## src/rtl/ram_rr_arbiter_if.sv

```systemverilog
// Requester and RAM-side signal bundle for ram_rr_arbiter.
// slave = arbiter side, master = requesters plus RAM side.
interface ram_rr_arbiter_if #(
  parameter int DATA_W  = 32,
  parameter int MEM_LEN = 32
);
  localparam int ADDR_W = $clog2(MEM_LEN);

  logic [1:0]          req_valid;
  logic [1:0]          req_write;
  logic [2*ADDR_W-1:0] req_addr;
  logic [2*DATA_W-1:0] req_wdata;
  logic [1:0]          req_ready;
  logic [1:0]          rsp_valid;
  logic [DATA_W-1:0]   rsp_rdata;
  logic [DATA_W-1:0]   ram_wdata;
  logic                ram_we;
  logic [ADDR_W-1:0]   ram_address;
  logic [DATA_W-1:0]   ram_rdata;

  modport slave (
    input  req_valid, req_write, req_addr, req_wdata, ram_rdata,
    output req_ready, rsp_valid, rsp_rdata, ram_wdata, ram_we, ram_address
  );

  modport master (
    output req_valid, req_write, req_addr, req_wdata, ram_rdata,
    input  req_ready, rsp_valid, rsp_rdata, ram_wdata, ram_we, ram_address
  );
endinterface

```

## src/rtl/ram_rr_arbiter.sv

```systemverilog
// Two-requester arbiter in front of a single-port RAM with registered read data.
// Define RAM_ARB_FIXED_PRIO_EN for fixed priority (requester 0 wins); default is round-robin.
module ram_rr_arbiter #(
  parameter int DATA_W  = 32,
  parameter int MEM_LEN = 32
) (
  input logic               clk,
  input logic               rst,
  ram_rr_arbiter_if.slave   bus
);
  localparam int ADDR_W = $clog2(MEM_LEN);

  logic              gnt_vld;
  logic              gnt_idx;
  logic              gnt_write;
  logic [ADDR_W-1:0] gnt_addr;
  logic [DATA_W-1:0] gnt_wdata;
  logic              prio;

  logic              ram_we_d,      ram_we_q;
  logic [ADDR_W-1:0] ram_address_d, ram_address_q;
  logic [DATA_W-1:0] ram_wdata_d,   ram_wdata_q;
  logic              vld_p0_d, vld_p0_q, gnt_p0_d, gnt_p0_q;
  logic              vld_p1_d, vld_p1_q, gnt_p1_d, gnt_p1_q;
  logic              vld_p2_d, vld_p2_q, gnt_p2_d, gnt_p2_q;

`ifdef RAM_ARB_FIXED_PRIO_EN
  assign prio = 1'b0;
`else
  logic prio_d, prio_q;

  always_comb begin
    prio_d = prio_q;
    if (gnt_vld) prio_d = ~gnt_idx;
  end

  always_ff @(posedge clk) begin
    if (rst) prio_q <= 1'b0;
    else     prio_q <= prio_d;
  end

  assign prio = prio_q;
`endif

  always_comb begin
    gnt_vld = 1'b0;
    gnt_idx = 1'b0;
    if (!rst) begin
      unique case (bus.req_valid)
        2'b01:   begin gnt_vld = 1'b1; gnt_idx = 1'b0; end
        2'b10:   begin gnt_vld = 1'b1; gnt_idx = 1'b1; end
        2'b11:   begin gnt_vld = 1'b1; gnt_idx = prio; end
        default: begin gnt_vld = 1'b0; gnt_idx = 1'b0; end
      endcase
    end
  end

  assign gnt_write = gnt_idx ? bus.req_write[1] : bus.req_write[0];
  assign gnt_addr  = gnt_idx ? bus.req_addr[2*ADDR_W-1:ADDR_W] : bus.req_addr[ADDR_W-1:0];
  assign gnt_wdata = gnt_idx ? bus.req_wdata[2*DATA_W-1:DATA_W] : bus.req_wdata[DATA_W-1:0];

  assign bus.req_ready = gnt_vld ? (gnt_idx ? 2'b10 : 2'b01) : 2'b00;

  // Issue stage: idle cycles hold address/data and keep the RAM in read mode.
  always_comb begin
    ram_we_d      = 1'b1;
    ram_address_d = ram_address_q;
    ram_wdata_d   = ram_wdata_q;
    if (gnt_vld) begin
      ram_we_d      = ~gnt_write;
      ram_address_d = gnt_addr;
      ram_wdata_d   = gnt_wdata;
    end
    vld_p0_d = gnt_vld & ~gnt_write;
    gnt_p0_d = gnt_idx;
  end

  // RAM access stage, then response stage aligned with ram_rdata.
  always_comb begin
    vld_p1_d = vld_p0_q;
    gnt_p1_d = gnt_p0_q;
    vld_p2_d = vld_p1_q;
    gnt_p2_d = gnt_p1_q;
  end

  always_ff @(posedge clk) begin
    if (rst) begin
      ram_we_q      <= 1'b1;
      ram_address_q <= '0;
      ram_wdata_q   <= '0;
      vld_p0_q      <= 1'b0;
      vld_p1_q      <= 1'b0;
      vld_p2_q      <= 1'b0;
    end else begin
      ram_we_q      <= ram_we_d;
      ram_address_q <= ram_address_d;
      ram_wdata_q   <= ram_wdata_d;
      vld_p0_q      <= vld_p0_d;
      vld_p1_q      <= vld_p1_d;
      vld_p2_q      <= vld_p2_d;
    end
    gnt_p0_q <= gnt_p0_d;
    gnt_p1_q <= gnt_p1_d;
    gnt_p2_q <= gnt_p2_d;
  end

  assign bus.ram_we      = ram_we_q;
  assign bus.ram_address = ram_address_q;
  assign bus.ram_wdata   = ram_wdata_q;
  assign bus.rsp_valid   = vld_p2_q ? (gnt_p2_q ? 2'b10 : 2'b01) : 2'b00;
  assign bus.rsp_rdata   = bus.ram_rdata;

endmodule

```

## src/flat_wrapper.sv

```systemverilog
// flat-port wrapper written by rule: the top's interface ports become plain ports
module ram_rr_arbiter_flat 
#(
  parameter int DATA_W  = 32,
  parameter int MEM_LEN = 32
)
  (clk, rst, bus_req_valid, bus_req_write, bus_req_addr, bus_req_wdata, bus_ram_rdata, bus_req_ready, bus_rsp_valid, bus_rsp_rdata, bus_ram_wdata, bus_ram_we, bus_ram_address);
  ram_rr_arbiter_if #(.DATA_W(DATA_W), .MEM_LEN(MEM_LEN)) bus_i ();
  input logic clk;
  input logic rst;
  input wire logic [$bits(bus_i.req_valid)-1:0] bus_req_valid;
  input wire logic [$bits(bus_i.req_write)-1:0] bus_req_write;
  input wire logic [$bits(bus_i.req_addr)-1:0] bus_req_addr;
  input wire logic [$bits(bus_i.req_wdata)-1:0] bus_req_wdata;
  input wire logic [$bits(bus_i.ram_rdata)-1:0] bus_ram_rdata;
  output wire logic [$bits(bus_i.req_ready)-1:0] bus_req_ready;
  output wire logic [$bits(bus_i.rsp_valid)-1:0] bus_rsp_valid;
  output wire logic [$bits(bus_i.rsp_rdata)-1:0] bus_rsp_rdata;
  output wire logic [$bits(bus_i.ram_wdata)-1:0] bus_ram_wdata;
  output wire logic [$bits(bus_i.ram_we)-1:0] bus_ram_we;
  output wire logic [$bits(bus_i.ram_address)-1:0] bus_ram_address;
  assign bus_i.req_valid = bus_req_valid;
  assign bus_i.req_write = bus_req_write;
  assign bus_i.req_addr = bus_req_addr;
  assign bus_i.req_wdata = bus_req_wdata;
  assign bus_i.ram_rdata = bus_ram_rdata;
  assign bus_req_ready = bus_i.req_ready;
  assign bus_rsp_valid = bus_i.rsp_valid;
  assign bus_rsp_rdata = bus_i.rsp_rdata;
  assign bus_ram_wdata = bus_i.ram_wdata;
  assign bus_ram_we = bus_i.ram_we;
  assign bus_ram_address = bus_i.ram_address;
  ram_rr_arbiter #(.DATA_W(DATA_W), .MEM_LEN(MEM_LEN)) u_core (.clk(clk), .rst(rst), .bus(bus_i));
endmodule
```

## config.mk

```make
export PLATFORM = sky130hd
export DESIGN_NAME = ram_rr_arbiter_flat
export DESIGN_NICKNAME = d
export VERILOG_FILES = /design/src/rtl/ram_rr_arbiter_if.sv /design/src/rtl/ram_rr_arbiter.sv /design/src/flat_wrapper.sv
export SDC_FILE = /design/constraint.sdc
export NUM_CORES = 1
export LEC_CHECK = 0
export ABC_AREA = 0
export CAP_MARGIN = 20
export CORE_ASPECT_RATIO = 0.5
export CORE_UTILIZATION = 32
export CTS_CLUSTER_SIZE = 8
export DETAILED_ROUTE_END_ITERATION = 8
export MAX_ROUTING_LAYER = met4
export PLACE_DENSITY = 0.8
export SETUP_SLACK_MARGIN = 0.02
export SYNTH_ARGS = -nofsm -noshare
export SYNTH_HDL_FRONTEND = slang
export SYNTH_SLANG_ARGS = --single-unit
```

## constraint.sdc

```tcl
create_clock -name clk -period 1.86 [get_ports clk]
set_clock_uncertainty 0.2 [all_clocks]
set_input_delay 0.465 -clock clk [delete_from_list [all_inputs] [get_ports clk]]
set_output_delay 0.465 -clock clk [all_outputs]
set_load 0.01 [all_outputs]
```

# Yosys cells after proc, flatten, opt, wreduce, memory -nomap -nowiden
# Index checks and enable logic that the tools add are counted.
dict set report word_totals {
  register_bits 45
  inputBits 112
  out_inout_bits 74
  elab_cells 30
}
dict set report op_classes {
  eq_ne 3
  muxes 11
  bitwise 4
  reduce_logical 2
}
# operator n
set op_table {}
lappend op_table {{32-bit 2-to-1 mux} 1}
lappend op_table {{2-bit 2-to-1 mux} 4}
lappend op_table {{5-bit 2-to-1 mux} 1}
lappend op_table {{2-bit equality test (second input constant)} 2}
lappend op_table {{1-bit 2-to-1 mux} 4}
lappend op_table {{1-bit inverter} 3}
lappend op_table {{3-bit OR reduction} 1}
lappend op_table {{2-bit by 1-bit equality test with 1-bit output (second input constant)} 1}
lappend op_table {{1-bit one-hot mux with 2 select lines} 1}
lappend op_table {{2-bit OR reduction} 1}
lappend op_table {{1-bit AND} 1}

# Longest topological paths before layout
# Gate-level depths: netlist of the first run.
dict set report logic_depth {
  word_depth 6
  mapped_depth 6
  depth_no_buf 3
}

# Worst setup path after synthesis of the first run
# OpenSTA, ideal clock, no wires.
dict set report synth_timing {
  path_kind {input-to-output}
  start {input port rst}
  end {output port bus_req_ready[0]}
  arrival_time_ns 1.283
  required_time_ns 1.195
  slack_ns -0.088
  cell_stages 5
  path_buffers 2
  cell_sequence {buf_4 -> nor2b_1 -> and2_4 -> buf_2 -> nor3_1}
}
dict set report synth_between {
  elab_chain_cells 3
  word_cells_on_any_way 4
  classes_between {mux: 4}
}
# item line
set synth_lines {}
lappend synth_lines {{start, declared} flat_wrapper.sv:10} ;# input logic rst;
lappend synth_lines {{1-bit 2-to-1 mux} ram_rr_arbiter.sv:48} ;# if (!rst) begin
lappend synth_lines {{net u_core.gnt_idx} ram_rr_arbiter.sv:14} ;# logic gnt_idx;
lappend synth_lines {{2-bit 2-to-1 mux (2 in a row)} ram_rr_arbiter.sv:62} ;# assign bus.req_ready = gnt_vld ? (gnt_idx ? 2'b10 : 2'b01) : 2'b00;
lappend synth_lines {{end, declared} flat_wrapper.sv:16} ;# output wire logic [$bits(bus_i.req_ready)-1:0] bus_req_ready;
# The timed path passes the listed nets, and every way through them passes these cells.

# Worst setup path after layout of the first run
dict set report layout_timing {
  start {register u_core.prio_q, in the netlist u_core.prio}
  end {output port bus_req_ready[0]}
}
dict set report layout_between {
  elab_chain_cells 4
}
# item line
set layout_lines {}
lappend layout_lines {{start, declared} ram_rr_arbiter.sv:30} ;# logic prio_d, prio_q;
lappend layout_lines {{start signal, assigned} ram_rr_arbiter.sv:39} ;# else prio_q <= prio_d;
lappend layout_lines {{1-bit one-hot mux with 2 select lines} ram_rr_arbiter.sv:49} ;# unique case (bus.req_valid)
lappend layout_lines {{1-bit 2-to-1 mux} ram_rr_arbiter.sv:48}
lappend layout_lines {{2-bit 2-to-1 mux (2 in a row)} ram_rr_arbiter.sv:62}
# No other way between the ends.

==> results of run 1 <==
## power groups by stage
stage	registers (mW)	clock network [mW]	logic, mW
final	1.09	0.973	0.579
after global routing	1.10	1.04	0.613
after CTS	1.09	0.981	0.576
after detailed placement	1.11	0	0.591
after global placement	1.11	0	0.573
after floorplan	1.14	0	0.251
## worst register-to-register path, stage by stage, from the launching register on
cell and delay [ps]:
dfxtp_2 320, nand2b_4 140, buf_4 130, buf_4 250
a2111oi_0 560, a221o_1 190
## synth_stat cells
library cell | n | area share [%]
a2111oi_0 | 37 | 15
a21boi_0 | 1 | 0.34
a21oi_1 | 1 | 0.23
a221o_1 | 37 | 17
and2_1 | 2 | 0.57
and2_4 | 1 | 0.40
and3_1 | 1 | 0.28
buf_2 | 7 | 1.6
buf_4 | 33 | 11
buf_6 | 2 | 1.0
clkbuf_1 | 14 | 2.4
dfxtp_1 | 45 | 41
inv_1 | 37 | 6.3
nand2b_1 | 1 | 0.28
nand2b_2 | 1 | 0.40
nor2_1 | 2 | 0.34
nor2b_1 | 4 | 1.1
nor3_1 | 1 | 0.23
nor3_4 | 1 | 0.74
nor4_1 | 1 | 0.28
o21ai_0 | 1 | 0.23
## stage by stage
stage / setup WS [ps] / cells / util [%] / area (µm²)
3_5_place_dp: -785.5 / 396 / 51.83 / 3294
4_1_cts: -55.03 / 403 / 54.06 / 3436
3_3_place_gp: -891.9 / 395 / 51.59 / 3279
5_1_grt: -41.35 / 405 / 55.57 / 3532
6_report: -9.595 / 405 / 55.57 / 3532
2_1_floorplan: 27.08 / 230 / - / 2226
## worst max path at each step
stage	start	slack [ps]	depth (start not counted)	to
2_1_floorplan	rst	30	5	bus_req_ready[0]
3_3_place_gp	bus_req_valid[1]	-890	4	u_core.bus.ram_wdata[17]$_SDFFE_PP0P_
3_5_place_dp	bus_req_valid[1]	-790	5	bus_req_ready[0]
4_1_cts	u_core.prio$_SDFFE_PP0P_	-60	4	bus_req_ready[0]
5_1_grt	u_core.prio$_SDFFE_PP0P_	-40	4	bus_req_ready[0]
6_report	u_core.prio$_SDFFE_PP0P_	-10	4	bus_req_ready[0]
## logic make-up after synthesis
kind of cell | Yosys count | share of synthesized area [%]
compound gates | 77 | 32.18
buf+inv | 93 | 22.45
flops | 45 | 40.72
simple gates | 15 | 4.639
## cell type report
type                            instances  area [µm²]  area share (%)
Timing Repair Buffer                  136        1355           38.36
Sequential cell                        45       902.1           25.54
Multi-Input combinational cell         92       865.8           24.51
Inverter                               37       138.9           3.932
Clock buffer                            5       125.1           3.542
Tap cell                               88       110.1           3.117
Clock inverter                          2       35.03          0.9919
## sequential cells by signal (all words and copies together) (netlist names)
| name | cells |
|---|---|
| u_core.bus.ram_wdata | 32 |
| u_core.bus.ram_address | 5 |
| u_core.bus.ram_we | 1 |
| u_core.gnt_p0_q | 1 |
| u_core.gnt_p1_q | 1 |
| u_core.gnt_p2_q | 1 |
| u_core.prio | 1 |
| u_core.vld_p0_q | 1 |
| u_core.vld_p1_q | 1 |
| u_core.vld_p2_q | 1 |
## routing by layer
layer  vias up  global-route usage, %  part of all wire, %
li1       1012                      -                    -
met1      1079                  20.95                   36
met2        81                  35.51                   54
met3        35                  4.887                  5.3
met4         0                  10.36                  3.9
met5         -                      -                    0
## repair_timing
| item | 4_1_cts | 5_1_grt |
|---|---|---|
| resized for setup | 37 | 41 |
| pin swaps | 1 | 1 |
| setup buffers | 0 | 2 |
| hold buffers | 0 | 0 |
| hold endpoints to repair | 0 | 0 |
| setup endpoints to repair | 54 | 59 |
==> impl_metrics.toml, run 1 <==
[timing]
clock.fmax_mhz = 534.9
worst_pin_slew_ps = 503.7
setup_slack_ps = -9.595
worst_hold_slack_ps = 128.3
rsz0062_at_grt = "yes"
setup_viol_count_final = 1
finalCriticalPeriod_ps = 1870
hold_violations = 0
final.period_utilization_pct = 100.5
slew_violations = 0
maxSlewHeadroom_pct = 65.55
fin_tns_setup_ps = -9.595

[hold_path]
timing.hold.worst.start = "u_core.gnt_p0_q$_DFF_P_"
timing.hold.worst_path_depth = 0
holdCritPathClass = "reg -> reg"
hold_end = "u_core.gnt_p1_q$_DFF_P_"

[worst_setup_path]
crit_slowest_cell = "dfxtp_2"
flop2flop_setup_slack_ps = 20
cp_data_required_time_ps = 1190
worst_stage_delay_on_the_critical_path_ps = 320
critical_path.endpoint_type = "primary output"
cp_num_buf_inv = 1
critical_path_arrival_ps = 1200
worstPathCellList = "nand2b_4, and2_4, nor3_4, buf_2"
critical_path.max_fanout = 2
rr_worst_depth = 5
worst-setup-path-type = "reg -> out"
r2r_start = "u_core.prio$_SDFFE_PP0P_"
critical_path.reg2reg.endpoint = "u_core.bus.ram_wdata[3]$_SDFFE_PP0P_"
startpoint_type = "flop"
timing.critical_path.max_delay_family = "simple AND/OR/NAND/NOR gates"

[route]
totalWireLength_um = 7489
dr.first_iter.drc_count = 162
drc = 0
routed_via_density = 5.449
first_pass_iters = 5
route.antenna.remaining_nets = 0
via_count = 2207
wire_per_inst_um = 18.49

[global_routing]
grt_pass1_wl_um = 10730
grt_antenna_before_repair = 0
grtUsageTotal_pct = 19.78
grt_start_max_net_pins = 41
first_global_vias = 2157
gr-total-overflow = 0

[yosys]
synth.distinct_cells = 21
warnings_synthesis = 0
post_synth.cell_area_avg_um2 = 9.618
postSynthCellCount = 230
mappedNetlistNets = 342
seq_area_frac_synth_pct = 40.72
synth_area_um2 = 2212
yosys_register_bits = 45

[status]
outcome = "finished with violations"
violations = "setup timing"

[floorplan]
io-pin-count = 186
die-area_um2 = 7269
row_count = 20
initial_core_util_pct = 34.80
fp.dieH_um = 60.79
core_um2 = 6356
die_width_um = 119.6

[clocking]
worst_skew_pair.late_latency_ps = 280
clock_slew_at_the_register_clock_pins_of_the_worst_setup_and_hold_paths_ps = 60
clock-root-buffer = "clkbuf_16"
clock_path_buffers = 2
cts_tree = "built"
cts.htree.levels = 2
clock_sink_count = 45
cts-buffers-inserted = 5

[power]
power.combinational.fraction_pct = 21.9
ir_drop_uv = 417.1
total_switching_power_mw = 0.6322
cell_internal_pwr_mw = 2.011
fin_total_pwr_mw = 2.643
sequentialPowerShare_pct = 41.3
leak_pwr_nw = 1.798
power_density_nw_per_um2 = 748.3
pwr-share-clk_pct = 36.8
sw_frac_of_total_pct = 23.92

[final_layout]
mostFrequentLayoutCells = "77 x clkdlybuf4s50_1, 44 x dfxtp_1, 37 x inv_1, 37 x a221o_1, 25 x a2111oi_0"
insertedDiodeCount = 0
most_common_cell_after_layout_fill_and_taps_aside = "clkdlybuf4s50_1"
layout.filler_cells = 528
final_net_count = 429
drive_above_1_share_pct = 11.36
flow.area_growth_from_synthesis_pct = 59.67

[placed_design]
io_buffer_count = 121
hpwlAfterDp_um = 5315
gp_congestion = 0.7249

[run]
timing.max_cap.violations = 0
(Power assumes the default switching activity.)
==> run 2, diff against run 1 <==
==> constraint.sdc (replaced) <==
create_clock -name clk -period 2.1 [get_ports clk]
set_clock_uncertainty 0.2 [all_clocks]
set_input_delay 0.525 -clock clk [delete_from_list [all_inputs] [get_ports clk]]
set_output_delay 0.525 -clock clk [all_outputs]
set_load 0.01 [all_outputs]
==> run 2 against run 1 <==
Worst setup slack improved by 86 ps. Largest power group unchanged. The flow now finishes without violations. Cell area down 2.9%. Sequential power down 11%. Via count shrank 2.9%.
==> impl_metrics.toml, run 2 (synthesis gave the netlist of run 1 again) <==
[status]
outcome = "completed"

[timing]
setup_slack_ps = 76.68
worst_pin_slew_ps = 456.7
maxSlewHeadroom_pct = 68.76
slew_violations = 0
hold_violations = 0
fin_tns_setup_ps = 0
clock.fmax_mhz = 494.2
rsz0062_at_grt = "no"
finalCriticalPeriod_ps = 2023
setup_viol_count_final = 0
worst_hold_slack_ps = 125.5
final.period_utilization_pct = 96.35

[final_layout]
most_common_cell_after_layout_fill_and_taps_aside = "clkdlybuf4s50_1"
flow.area_growth_from_synthesis_pct = 54.98
final_net_count = 426
drive_above_1_share_pct = 8.889
utilization_pct = 53.94
final_cell_area_um2 = 3428
instances_no_fill = 403
insertedDiodeCount = 0
mostFrequentLayoutCells = "116 x clkdlybuf4s50_1, 45 x dfxtp_1, 37 x inv_1, 37 x a2111oi_0, 37 x a221o_1"
largest_register_ffs = 32
layout.filler_cells = 543

[global_routing]
grt_start_max_net_pins = 44
grt_antenna_before_repair = 0
first_global_vias = 2189
grtUsageTotal_pct = 19.82
gr-total-overflow = 0
grt_pass1_wl_um = 10760

[floorplan]
initial_core_util_pct = 34.80
core_um2 = 6356
row_count = 20
fp.dieH_um = 60.79
die_width_um = 119.6
io-pin-count = 186
die-area_um2 = 7269

[worst_setup_path]
critical_path_arrival_ps = 1300
worst-setup-path-type = "in -> out"
startpoint_type = "input port"
cp_data_required_time_ps = 1370
flop2flop_setup_slack_ps = 260
critical_path.max_fanout = 2
critical_path.endpoint_type = "primary output"

[power]
leak_pwr_nw = 1.370
fin_total_pwr_mw = 2.241
sequentialPowerShare_pct = 43.1
power_density_nw_per_um2 = 653.7
sw_frac_of_total_pct = 24.84
cell_internal_pwr_mw = 1.684
power.combinational.fraction_pct = 23.2
total_switching_power_mw = 0.5567
ir_drop_uv = 294.2
pwr-share-clk_pct = 33.8

[route]
drc = 0
first_pass_iters = 4
dr.first_iter.drc_count = 188
totalWireLength_um = 7256
wire_per_inst_um = 18.00
routed_via_density = 5.320
route.antenna.remaining_nets = 0
via_count = 2144

[clocking]
post_cts.repair.setup_buffers = 0
clock_sink_count = 45
clock-root-buffer = "clkbuf_16"
cts.htree.levels = 2
worst_skew_pair.late_latency_ps = 280
cts-buffers-inserted = 5
cts_hold_repair.buffers = 0
clock_path_buffers = 2
cts_tree = "built"
clock_slew_at_the_register_clock_pins_of_the_worst_setup_and_hold_paths_ps = 60

[placed_design]
dp_cells = 395
io_buffer_count = 121
hpwlAfterDp_um = 5109
detailedPlace.worstSlack_ps = -623.6
gp_congestion = 0.7565
postPlaceCellArea_um2 = 3293

[hold_path]
holdCritPathClass = "reg -> reg"

[run]
timing.max_cap.violations = 0
-- run 2: changes by cell type in the layout (fill, tap and decap cells not counted), sizes merged --
| cell | delta |
|---|---|
| clkbuf | +1 |
| buf | -5 |
| bufinv | -1 |
| dlymetal6s2s | -24 |
| clkdlybuf4s50 | +39 |
| clkdlybuf4s15 | +1 |
| dlygate4sd2 | -14 |
| clkinv | +1 |
-- run 2: final cells by class --
cell class | count | area [µm²] | share of cell area (%)
Clock buffer | 6 | 128.9 | 3.759
Clock inverter | 2 | 10.01 | 0.2920
Inverter | 37 | 138.9 | 4.051
Multi-Input combinational cell | 92 | 829.5 | 24.20
Sequential cell | 45 | 900.9 | 26.28
Tap cell | 88 | 110.1 | 3.212
Timing Repair Buffer | 133 | 1310 | 38.21
-- run 2: path summary, 6_finish.rpt --
path                             from                               endpoint  cells past startpoint
max                  bus_req_valid[1]                       bus_req_ready[0]                      5
min           u_core.gnt_p1_q$_DFF_P_                u_core.gnt_p2_q$_DFF_P_                      0
max reg2reg  u_core.prio$_SDFFE_PP0P_  u_core.bus.ram_wdata[19]$_SDFFE_PP0P_                      5
min reg2reg   u_core.gnt_p1_q$_DFF_P_                u_core.gnt_p2_q$_DFF_P_                      0
-- run 2: power groups by stage --
stage          combinational, mW  clock [mW]  sequential [mW]
6_report                   0.520       0.756            0.965
5_1_grt                    0.549       0.807            0.971
4_1_cts                    0.521       0.764            0.964
2_1_floorplan              0.219           0             1.01
3_3_place_gp               0.510           0            0.979
3_5_place_dp               0.519           0            0.981
-- run 2: routing by layer --
metal  vias to the layer above  routed length, µm  global-route usage [%]
met5                         -                  0                       -
met1                      1043               2672                   20.49
met2                        76               4000                   36.42
met3                        22                392                   4.417
li1                       1003                  -                       -
met4                         0                190                   11.07
-- run 2: critical path: stages --
cell	delay (ps)
clkdlybuf4s15_1	190
nor2b_4	130
and2_4	140
nor3_2	150
buf_2	160
-- run 2: repair_timing --
item	4_1_cts	5_1_grt
gates resized for setup	16	2
pin swaps	2	0
setup endpoints to repair	34	1
==> run 3, diff against run 2 <==
--- a/config.mk
+++ b/config.mk
@@ -11,6 +11,7 @@
 export CORE_UTILIZATION = 32
 export CTS_CLUSTER_SIZE = 8
 export DETAILED_ROUTE_END_ITERATION = 8
+export HOLD_SLACK_MARGIN = 0.1
 export MAX_ROUTING_LAYER = met4
 export PLACE_DENSITY = 0.8
 export SETUP_SLACK_MARGIN = 0.02
==> results of run 3 <==
No change in the layout: final DEF, timing and power equal those of run 2.
